===== config.mk =====
export PLATFORM = sky130hd
export DESIGN_NAME = usb_fs_rx
export DESIGN_NICKNAME = d
export VERILOG_FILES = /design/src/rtl/usb_fs_rx.sv
export SDC_FILE = /design/constraint.sdc
export NUM_CORES = 1
export LEC_CHECK = 0
export BUFFER_PORTS_ARGS = -buffer_cell sky130_fd_sc_hd__buf_2
export CAP_MARGIN = 20
export CELL_PAD_IN_SITES_DETAIL_PLACEMENT = 0
export CELL_PAD_IN_SITES_GLOBAL_PLACEMENT = 1
export CORE_UTILIZATION = 35
export CTS_CLUSTER_DIAMETER = 40
export DETAILED_ROUTE_END_ITERATION = 6
export PLACE_DENSITY_LB_ADDON = 0.1
export SETUP_SLACK_MARGIN = 0.05
export SLEW_MARGIN = 15
export SYNTH_ARGS = -nofsm -noshare
export SYNTH_HDL_FRONTEND = slang
export SYNTH_SLANG_ARGS = --single-unit

===== constraint.sdc =====
create_clock -name clock48 -period 2.89 [get_ports clock48]
set_clock_uncertainty 0.15 [all_clocks]
set_input_delay 0.289 -clock clock48 [delete_from_list [all_inputs] [get_ports clock48]]
set_output_delay 0.289 -clock clock48 [all_outputs]
set_load 0.1 [all_outputs]

===== src/rtl/usb_fs_rx.sv =====
// -----------------------------------------------------------------------------
// usb_fs_rx
// USB full-speed receive front end. Oversamples the D+/D- pins at 48 MHz
// (four clocks per 12 Mbit/s bit), recovers bit timing from line transitions,
// NRZI-decodes, hunts for SYNC, strips stuffed bits and assembles bytes
// LSB-first. Emits a byte stream with start/end/error strobes and a bus reset
// level for the packet buffer writer.
//
// Ports:
//   clock48      in   48 MHz system clock
//   reset_n      in   asynchronous active-low reset
//   usb_dp       in   raw D+ pin
//   usb_dn       in   raw D- pin
//   byte_data    out  [7:0] received byte, bit 0 = first bit on the wire
//   byte_valid   out  one-cycle strobe, byte_data valid this cycle
//   packet_start out  one-cycle strobe on SYNC detection
//   packet_end   out  one-cycle strobe on valid EOP (SE0 then J)
//   packet_error out  one-cycle strobe on stuff, alignment or EOP error
//   bus_reset    out  level, high while SE0 has lasted RESET_CYCLES or more
// -----------------------------------------------------------------------------
module usb_fs_rx #(
    parameter int RESET_CYCLES   = 120,
    parameter int SYNC_MIN_ZEROS = 5
) (
    input  logic       clock48,
    input  logic       reset_n,
    input  logic       usb_dp,
    input  logic       usb_dn,
    output logic [7:0] byte_data,
    output logic       byte_valid,
    output logic       packet_start,
    output logic       packet_end,
    output logic       packet_error,
    output logic       bus_reset
);

    localparam int               SE0_W      = $clog2(RESET_CYCLES + 1);
    localparam logic [SE0_W-1:0] SE0_LIMIT  = SE0_W'(RESET_CYCLES);
    localparam logic [2:0]       SYNC_ZEROS = 3'(SYNC_MIN_ZEROS);

    // Line encodings as {dp, dn}
    localparam logic [1:0] LINE_J   = 2'b10;
    localparam logic [1:0] LINE_SE0 = 2'b00;
    localparam logic [1:0] LINE_SE1 = 2'b11;

    typedef enum logic [1:0] {
        HUNT,
        DATA,
        EOP,
        DISCARD
    } state_t;

    logic             dp_meta, dp_sync, dn_meta, dn_sync;
    logic [1:0]       line, line_q;
    logic [1:0]       phase, phase_eff;
    logic             sample_pt;
    logic             is_se0, is_se1, is_j;
    logic             bit_val;
    logic [7:0]       shifted;

    state_t           state, state_next;
    logic [2:0]       zero_cnt, zero_cnt_next;
    logic [2:0]       ones_cnt, ones_cnt_next;
    logic [2:0]       bit_cnt, bit_cnt_next;
    logic [7:0]       shift_reg, shift_reg_next;
    logic             saw_se0, saw_se0_next;
    logic             prev_j, prev_j_next;
    logic [SE0_W-1:0] se0_cnt, se0_cnt_next;

    logic [7:0]       byte_data_next;
    logic             byte_valid_next, packet_start_next, packet_end_next;
    logic             packet_error_next, bus_reset_next;

    // Two-flop synchronisers. They reset to J so the idle bus does not look
    // like a transition or a short SE0 right after reset.
    always_ff @(posedge clock48 or negedge reset_n) begin
        if (!reset_n) begin
            dp_meta <= 1'b1;
            dp_sync <= 1'b1;
            dn_meta <= 1'b0;
            dn_sync <= 1'b0;
        end else begin
            dp_meta <= usb_dp;
            dp_sync <= dp_meta;
            dn_meta <= usb_dn;
            dn_sync <= dn_meta;
        end
    end

    assign line   = {dp_sync, dn_sync};
    assign is_se0 = (line == LINE_SE0);
    assign is_se1 = (line == LINE_SE1);
    assign is_j   = (line == LINE_J);

    // The phase reads as 0 on the very cycle the line changes, so the sample
    // point lands two cycles into each bit, which keeps 3- and 5-cycle bits
    // safe.
    assign phase_eff = (line != line_q) ? 2'd0 : phase;
    assign sample_pt = (phase_eff == 2'd2);

    // NRZI: no level change means a 1. SE1 counts as K here.
    assign bit_val = (is_j == prev_j);
    assign shifted = {bit_val, shift_reg[7:1]};

    always_ff @(posedge clock48 or negedge reset_n) begin
        if (!reset_n) begin
            line_q <= LINE_J;
            phase  <= 2'd0;
        end else begin
            line_q <= line;
            phase  <= phase_eff + 2'd1;
        end
    end

    // Receiver state and all registered outputs.
    always_ff @(posedge clock48 or negedge reset_n) begin
        if (!reset_n) begin
            state        <= HUNT;
            zero_cnt     <= 3'd0;
            ones_cnt     <= 3'd0;
            bit_cnt      <= 3'd0;
            shift_reg    <= 8'd0;
            saw_se0      <= 1'b0;
            prev_j       <= 1'b1;
            se0_cnt      <= '0;
            byte_data    <= 8'd0;
            byte_valid   <= 1'b0;
            packet_start <= 1'b0;
            packet_end   <= 1'b0;
            packet_error <= 1'b0;
            bus_reset    <= 1'b0;
        end else begin
            state        <= state_next;
            zero_cnt     <= zero_cnt_next;
            ones_cnt     <= ones_cnt_next;
            bit_cnt      <= bit_cnt_next;
            shift_reg    <= shift_reg_next;
            saw_se0      <= saw_se0_next;
            prev_j       <= prev_j_next;
            se0_cnt      <= se0_cnt_next;
            byte_data    <= byte_data_next;
            byte_valid   <= byte_valid_next;
            packet_start <= packet_start_next;
            packet_end   <= packet_end_next;
            packet_error <= packet_error_next;
            bus_reset    <= bus_reset_next;
        end
    end

    // Next-state and strobe logic. Bit-level work only happens on sample
    // points; bus reset overrides everything and silences the strobes.
    always_comb begin
        state_next        = state;
        zero_cnt_next     = zero_cnt;
        ones_cnt_next     = ones_cnt;
        bit_cnt_next      = bit_cnt;
        shift_reg_next    = shift_reg;
        saw_se0_next      = saw_se0;
        prev_j_next       = prev_j;
        byte_data_next    = byte_data;
        byte_valid_next   = 1'b0;
        packet_start_next = 1'b0;
        packet_end_next   = 1'b0;
        packet_error_next = 1'b0;

        if (!is_se0) begin
            se0_cnt_next = '0;
        end else if (se0_cnt != SE0_LIMIT) begin
            se0_cnt_next = se0_cnt + 1'b1;
        end else begin
            se0_cnt_next = se0_cnt;
        end
        bus_reset_next = (se0_cnt_next == SE0_LIMIT);

        if (bus_reset) begin
            state_next    = HUNT;
            zero_cnt_next = 3'd0;
            ones_cnt_next = 3'd0;
            bit_cnt_next  = 3'd0;
            saw_se0_next  = 1'b0;
        end else if (sample_pt) begin
            if (!is_se0) begin
                prev_j_next = is_j;
            end

            case (state)
                HUNT: begin
                    if (is_se0) begin
                        zero_cnt_next = 3'd0;
                    end else if (!bit_val) begin
                        zero_cnt_next = (zero_cnt == 3'd7) ? 3'd7 : zero_cnt + 3'd1;
                    end else if (zero_cnt >= SYNC_ZEROS) begin
                        state_next        = DATA;
                        packet_start_next = 1'b1;
                        zero_cnt_next     = 3'd0;
                        ones_cnt_next     = 3'd0;
                        bit_cnt_next      = 3'd0;
                    end else begin
                        zero_cnt_next = 3'd0;
                    end
                end

                DATA: begin
                    if (is_se0) begin
                        state_next = EOP;
                    end else if (is_se1) begin
                        packet_error_next = 1'b1;
                        state_next        = DISCARD;
                        saw_se0_next      = 1'b0;
                    end else if (ones_cnt == 3'd6) begin
                        // This bit must be a stuffed 0; it is never data.
                        if (bit_val) begin
                            packet_error_next = 1'b1;
                            state_next        = DISCARD;
                            saw_se0_next      = 1'b0;
                        end else begin
                            ones_cnt_next = 3'd0;
                        end
                    end else begin
                        ones_cnt_next  = bit_val ? ones_cnt + 3'd1 : 3'd0;
                        shift_reg_next = shifted;
                        bit_cnt_next   = bit_cnt + 3'd1;
                        if (bit_cnt == 3'd7) begin
                            byte_data_next  = shifted;
                            byte_valid_next = 1'b1;
                        end
                    end
                end

                EOP: begin
                    if (is_j) begin
                        packet_end_next   = 1'b1;
                        packet_error_next = (bit_cnt != 3'd0);
                        state_next        = HUNT;
                        zero_cnt_next     = 3'd0;
                    end else if (!is_se0) begin
                        packet_error_next = 1'b1;
                        state_next        = DISCARD;
                        saw_se0_next      = 1'b0;
                    end
                end

                DISCARD: begin
                    // Leave only on an SE0 sample directly followed by J.
                    if (is_se0) begin
                        saw_se0_next = 1'b1;
                    end else begin
                        saw_se0_next = 1'b0;
                        if (is_j && saw_se0) begin
                            state_next    = HUNT;
                            zero_cnt_next = 3'd0;
                        end
                    end
                end

                default: begin
                    state_next = HUNT;
                end
            endcase
        end
    end

endmodule


==> results.sh, run 1 <==
export IMPL_portBuffers=16
export IMPL_end_kind="flop"
export IMPL_clock_latency_ps=310
export IMPL_worstMarginPinSlew_ps=603
export IMPL_cts_buffers=5
export IMPL_synth_cell_area_um2=2450
export IMPL_antenna_found_initial=0
export IMPL_coreArea_um2=6760
export IMPL_rr_endpoint="byte_data[5]"
export IMPL_grt_usage_pct=15.0
export IMPL_largest_reg_flops=8
export IMPL_setup_viol=0
export IMPL_crit_type="flop to flop"
export IMPL_totalNegativeSetupSlack_ps=0
export IMPL_drtPass1Iterations=4
export IMPL_num_rows=30
export IMPL_leakage_nw=1.36
export IMPL_fmax_mhz=400
export IMPL_layout_common_cells="44 x dfrtp_1, 36 x nand2_1, 15 x inv_1, 15 x ha_1, 15 x buf_2"
export IMPL_vdd_drop_max_v=0.000232
export IMPL_powerDensity_nw_per_um2=533
export IMPL_cts_reportedPaths_clkPinSlew_ps=90
export IMPL_maxSlewViolCount=0
export IMPL_routed_wl_mm=4.97
export IMPL_maxCapViolations=0
export IMPL_cp_data_required_time_ps=2930
export IMPL_n_antenna_cell=0
export IMPL_hold_violations=0
export IMPL_hold_start="dn_meta"
export IMPL_clockBufferDepth=2
export IMPL_finalCriticalPeriod_ps=2500
export IMPL_outcome="finished, final reports clean"
export IMPL_routed_top_layer="met4"
export IMPL_grt_max_degree=48
export IMPL_vias=1786
export IMPL_synthArstFlopShare_pct=100
export IMPL_r2r_slack_ps=390
export IMPL_route_detailed_drc=0
export IMPL_arrival_ps=2540
export IMPL_hpwl_mm=3.55
export IMPL_wl_met3_um=146
export IMPL_htreeDepth=2
export IMPL_die_h_um=85.6
export IMPL_die_area_um2=7330
export IMPL_drt_iter0_drc=70
export IMPL_syn_area_per_cell_um2=10.1
export IMPL_place_gp_congestion=0.764
export IMPL_ys_seq_area_share_pct=49.3
export IMPL_syn_nets=261
export IMPL_final_antenna_net_count=0
export IMPL_synthFlopType="dfrtp_1"
export IMPL_drive_gt1_share_pct=16.6
export IMPL_fin_crit_sh_pct=86.6
export IMPL_synth_edf_count=0
export IMPL_via_per_inst=5.09
export IMPL_hp_class="flop to flop"
export IMPL_wl_met2_mm=2.28
export IMPL_cts_sinks=48
export IMPL_relSlewSlack_pct=59.8
export IMPL_cts_setup_buffers=0
export IMPL_die_width_um=85.6
export IMPL_ys_types=48
export IMPL_cts_tree="done"
export IMPL_final_common_cell="dfrtp_1"
export IMPL_power_mw=1.51
export IMPL_whs_endpoint="dn_sync"
export IMPL_grt_remaining_overflow=0
export IMPL_crit_fanout=9
export IMPL_ys_ff_latch=48
export IMPL_ctsRootBufferMaster="clkbuf_8"
export IMPL_nNetsFinal=289
export IMPL_rsz0062_at_grt="no"
export IMPL_io_pins=17
export IMPL_grt_pass1_vias=1739
export IMPL_whs_path_depth=0
export IMPL_grt_pass1_wl_mm=8.56
export IMPL_floorplan_initialDensity_pct=36.2
export IMPL_r2r_start="dp_sync"
export IMPL_syn_inst=242
export IMPL_syn_to_final_growth_pct=15.5
export IMPL_yosys_warnings=0
export IMPL_wl_met1_mm=2.48
export IMPL_rr_worst_depth=9
export IMPL_worst_setup_path_start_kind="flop"
export IMPL_wl_per_cell_um=14.2
==> area by class of cell <==
type / count / area [µm²]
Multi-Input combinational cell: 172 / 1150
Sequential cell: 48 / 1210
Tap cell: 80 / 100
Fill cell: 653 / 3930
Clock inverter: 3 / 68.8
Timing Repair Buffer: 26 / 165
Inverter: 17 / 63.8
Clock buffer: 5 / 68.8
==> cell usage after synthesis, types with 2 or more instances <==
cell	count	area, µm²
dfrtp_1	44	1100
nand2_1	36	135
ha_1	15	188
inv_1	15	56.3
a21oi_1	13	65.1
nor2_1	13	48.8
o21ai_0	13	65.1
mux2_1	7	78.8
nand3_1	7	35.0
nor3_1	7	35.0
nor2b_1	6	37.5
o31ai_1	5	37.5
xor2_1	5	43.8
dfstp_2	4	105
and2_1	3	18.8
buf_2	3	15.0
mux2_2	3	33.8
nand4_1	3	18.8
a211oi_1	2	15.0
a31oi_1	2	12.5
clkbuf_1	2	7.51
inv_2	2	7.51
mux2i_1	2	20.0
nor4_1	2	12.5
o21a_1	2	15.0
or3_1	2	12.5
or4_1	2	15.0
xnor2_1	2	17.5
==> how the worst max path moves through the flow <==
| stage | start | endpoint | slack [ps] | cells after the start |
|---|---|---|---|---|
| after detailed placement | dp_sync | byte_data[5] | 360 | 9 |
| after floorplan | dp_sync | byte_data[0] | 200 | 10 |
| after global placement | dp_sync | zero_cnt[0] | 430 | 7 |
| after global routing | dp_sync | byte_data[1] | 150 | 9 |
| final | dp_sync | byte_data[5] | 390 | 9 |
| after CTS | dp_sync | byte_data[5] | 350 | 9 |
==> through the flow <==
stage	area, µm²	cells	setup WS (ps)	util, %	hold slack [ps]
2_1_floorplan	2450	242	205	-	-157
6_report	2830	351	389	41.8	208
4_1_cts	2810	350	347	41.6	60.0
3_5_place_dp	2660	340	363	39.3	186
5_1_grt	2830	351	152	41.8	222
3_3_place_gp	2660	340	431	39.3	186
==> worst max-delay path, stage by stage, from the launching register on <==
cell     delay [ps]
dfstp_2         630
xor2_1           90
nor2_1          120
and2_1          140
ha_1            230
nor2b_1         220
nand4_2         130
inv_2           150
nand2_2         170
mux2_1          350
==> routing by layer <==
layer,vias up,global-route usage (%)
li1,896,-
met2,24,24.2
met3,6,3.46
met1,860,20.1
met5,-,0
met4,0,4.55
==> cell families after synthesis <==
group | synth area share (%)
XOR/XNOR | 3.17
AO/OA/AOI/OAI | 12.3
AND/OR/NAND/NOR | 18.6
buffers and inverters | 3.53
adder cells (fa/ha/maj) | 7.67
flip-flops | 49.3
multiplexers | 5.42
==> timing repair <==
item	4_1_cts	5_1_grt
endpoints found under the hold margin	2	44
resized for setup	0	0
hold buffers	2	1
==> power by group <==
part / internal (mW) / switching (mW)
combinational: 0.0695 / 0.0876
sequential: 0.708 / 0.0413
clock: 0.349 / 0.250
No activity file was read; power rests on OpenSTA's default activity.
==> run 2, diff against run 1 <==
--- a/config.mk
+++ b/config.mk
@@ -12,7 +12,7 @@
 export CORE_UTILIZATION = 35
 export CTS_CLUSTER_DIAMETER = 40
 export DETAILED_ROUTE_END_ITERATION = 6
-export PLACE_DENSITY_LB_ADDON = 0.1
+export PLACE_DENSITY = 0.63
 export SETUP_SLACK_MARGIN = 0.05
 export SLEW_MARGIN = 15
 export SYNTH_ARGS = -nofsm -noshare
==> results.sh, run 2 (synthesis results as in run 1) <==
export IMPL_grt_remaining_overflow=0
export IMPL_n_antenna_cell=0
export IMPL_largest_reg_flops=8
export IMPL_hold_start="dn_meta"
export IMPL_nNetsFinal=289
export IMPL_via_per_inst=5.10
export IMPL_crit_type="flop to flop"
export IMPL_cts_setup_buffers=0
export IMPL_hold_violations=0
export IMPL_pre_cts_ws_ps=424
export IMPL_rr_worst_depth=6
export IMPL_final_util_pct=42.1
export IMPL_clock_latency_ps=300
export IMPL_rsz0062_at_grt="no"
export IMPL_setup_viol=0
export IMPL_hold_worst_slack_ps=215
export IMPL_fin_crit_sh_pct=86.1
export IMPL_cts_buffers=5
export IMPL_final_antenna_net_count=0
export IMPL_route_detailed_drc=0
export IMPL_syn_to_final_growth_pct=16.3
export IMPL_layout_common_cells="44 x dfrtp_1, 36 x nand2_1, 16 x buf_2"
export IMPL_leakage_nw=1.37
export IMPL_place_gp_congestion=0.818
export IMPL_whs_endpoint="dn_sync"
export IMPL_die_area_um2=7330
export IMPL_worstMarginPinSlew_ps=655
export IMPL_final_common_cell="dfrtp_1"
export IMPL_drtPass1Iterations=4
export IMPL_io_pins=17
export IMPL_worst_setup_path_start_kind="flop"
export IMPL_floorplan_initialDensity_pct=36.2
export IMPL_coreArea_um2=6760
export IMPL_portBuffers=16
export IMPL_fin_area_um2=2840
export IMPL_routed_wl_mm=4.92
export IMPL_clockBufferDepth=2
export IMPL_fill_cells=670
export IMPL_cp_data_required_time_ps=2980
export IMPL_ctsRootBufferMaster="clkbuf_8"
export IMPL_cts_reportedPaths_clkPinSlew_ps=90
export IMPL_maxSlewViolCount=0
export IMPL_outcome="finished, final reports clean"
export IMPL_grt_max_degree=47
export IMPL_htreeDepth=2
export IMPL_whs_path_depth=0
export IMPL_die_h_um=85.6
export IMPL_vdd_drop_max_v=0.000256
export IMPL_grt_usage_pct=14.8
export IMPL_setup_slack_ps=403
export IMPL_cts_sinks=48
export IMPL_finalCriticalPeriod_ps=2490
export IMPL_num_rows=30
export IMPL_hp_class="flop to flop"
export IMPL_end_kind="flop"
export IMPL_arrival_ps=2580
export IMPL_vias=1789
export IMPL_relSlewSlack_pct=56.4
export IMPL_crit_fanout=15
export IMPL_wl_per_cell_um=14.0
export IMPL_r2r_start="dp_sync"
export IMPL_r2r_slack_ps=400
export IMPL_rr_endpoint="state[1]"
export IMPL_drive_gt1_share_pct=16.6
export IMPL_grt_pass1_wl_mm=8.48
export IMPL_place_area_um2=2650
export IMPL_fmax_mhz=402
export IMPL_grt_pass1_vias=1727
export IMPL_cts_tree="done"
export IMPL_antenna_found_initial=0
export IMPL_die_width_um=85.6
export IMPL_drt_iter0_drc=85
export IMPL_totalNegativeSetupSlack_ps=0
export IMPL_maxCapViolations=0
export IMPL_powerDensity_nw_per_um2=525
export IMPL_hpwl_mm=3.44
-- run 2: changes by cell type in the layout (fill, tap and decap cells not counted) --
cell / change
buf_2: +1
buf_4: -2
buf_16: +1
-- run 2: routing by layer --
metal | share of wire, % | global-route usage [%]
met1 | 53 | 21.6
met2 | 43 | 22.3
met3 | 2.4 | 2.89
met4 | 1.3 | 4.55
met5 | 0 | 0
-- run 2: worst max-delay path, cell delays in order (launching register included) --
cell     delay (ps)
dfstp_2         550
buf_4           200
or2b_2          350
xnor2_2         210
o211a_1         290
or4_1           530
a21oi_1         150
-- run 2: power breakdown --
group | internal [mW] | switching, mW
registers | 0.708 | 0.0413
clock network | 0.348 | 0.237
logic | 0.0728 | 0.0864
total | 1.13 | 0.365
-- run 2: repair_timing --
action | 4_1_cts | 5_1_grt
hold buffers | 2 | 1
gates resized for setup | 0 | 0
endpoints found under the hold margin | 2 | 26
-- run 2: metrics by stage --
step                cells  power, mW
floorplan             242      0.862
global placement      339      0.914
detailed placement    339      0.918
CTS                   349       1.51
global route          351       1.56
finish                351       1.49
-- run 2: worst max-delay path by stage --
stage / from / endpoint / depth (start not counted)
6_report: dp_sync / state[1] / 6
5_1_grt: dp_sync / ones_cnt[1] / 9
4_1_cts: dp_sync / state[1] / 6
2_1_floorplan: dp_sync / byte_data[0] / 10
3_5_place_dp: dp_sync / state[1] / 6
3_3_place_gp: dp_sync / state[1] / 6
-- run 2: cell type report --
| class | count | area (µm²) | area share [%] |
|---|---|---|---|
| flip-flops and latches | 48 | 1210 | 42.4 |
| multi-input cells | 172 | 1150 | 40.6 |
| repair buffers | 26 | 183 | 6.42 |
| well taps | 80 | 100 | 3.52 |
| clock buffers | 5 | 68.8 | 2.42 |
| clock inverters | 3 | 68.8 | 2.42 |
| inverters | 17 | 63.8 | 2.24 |
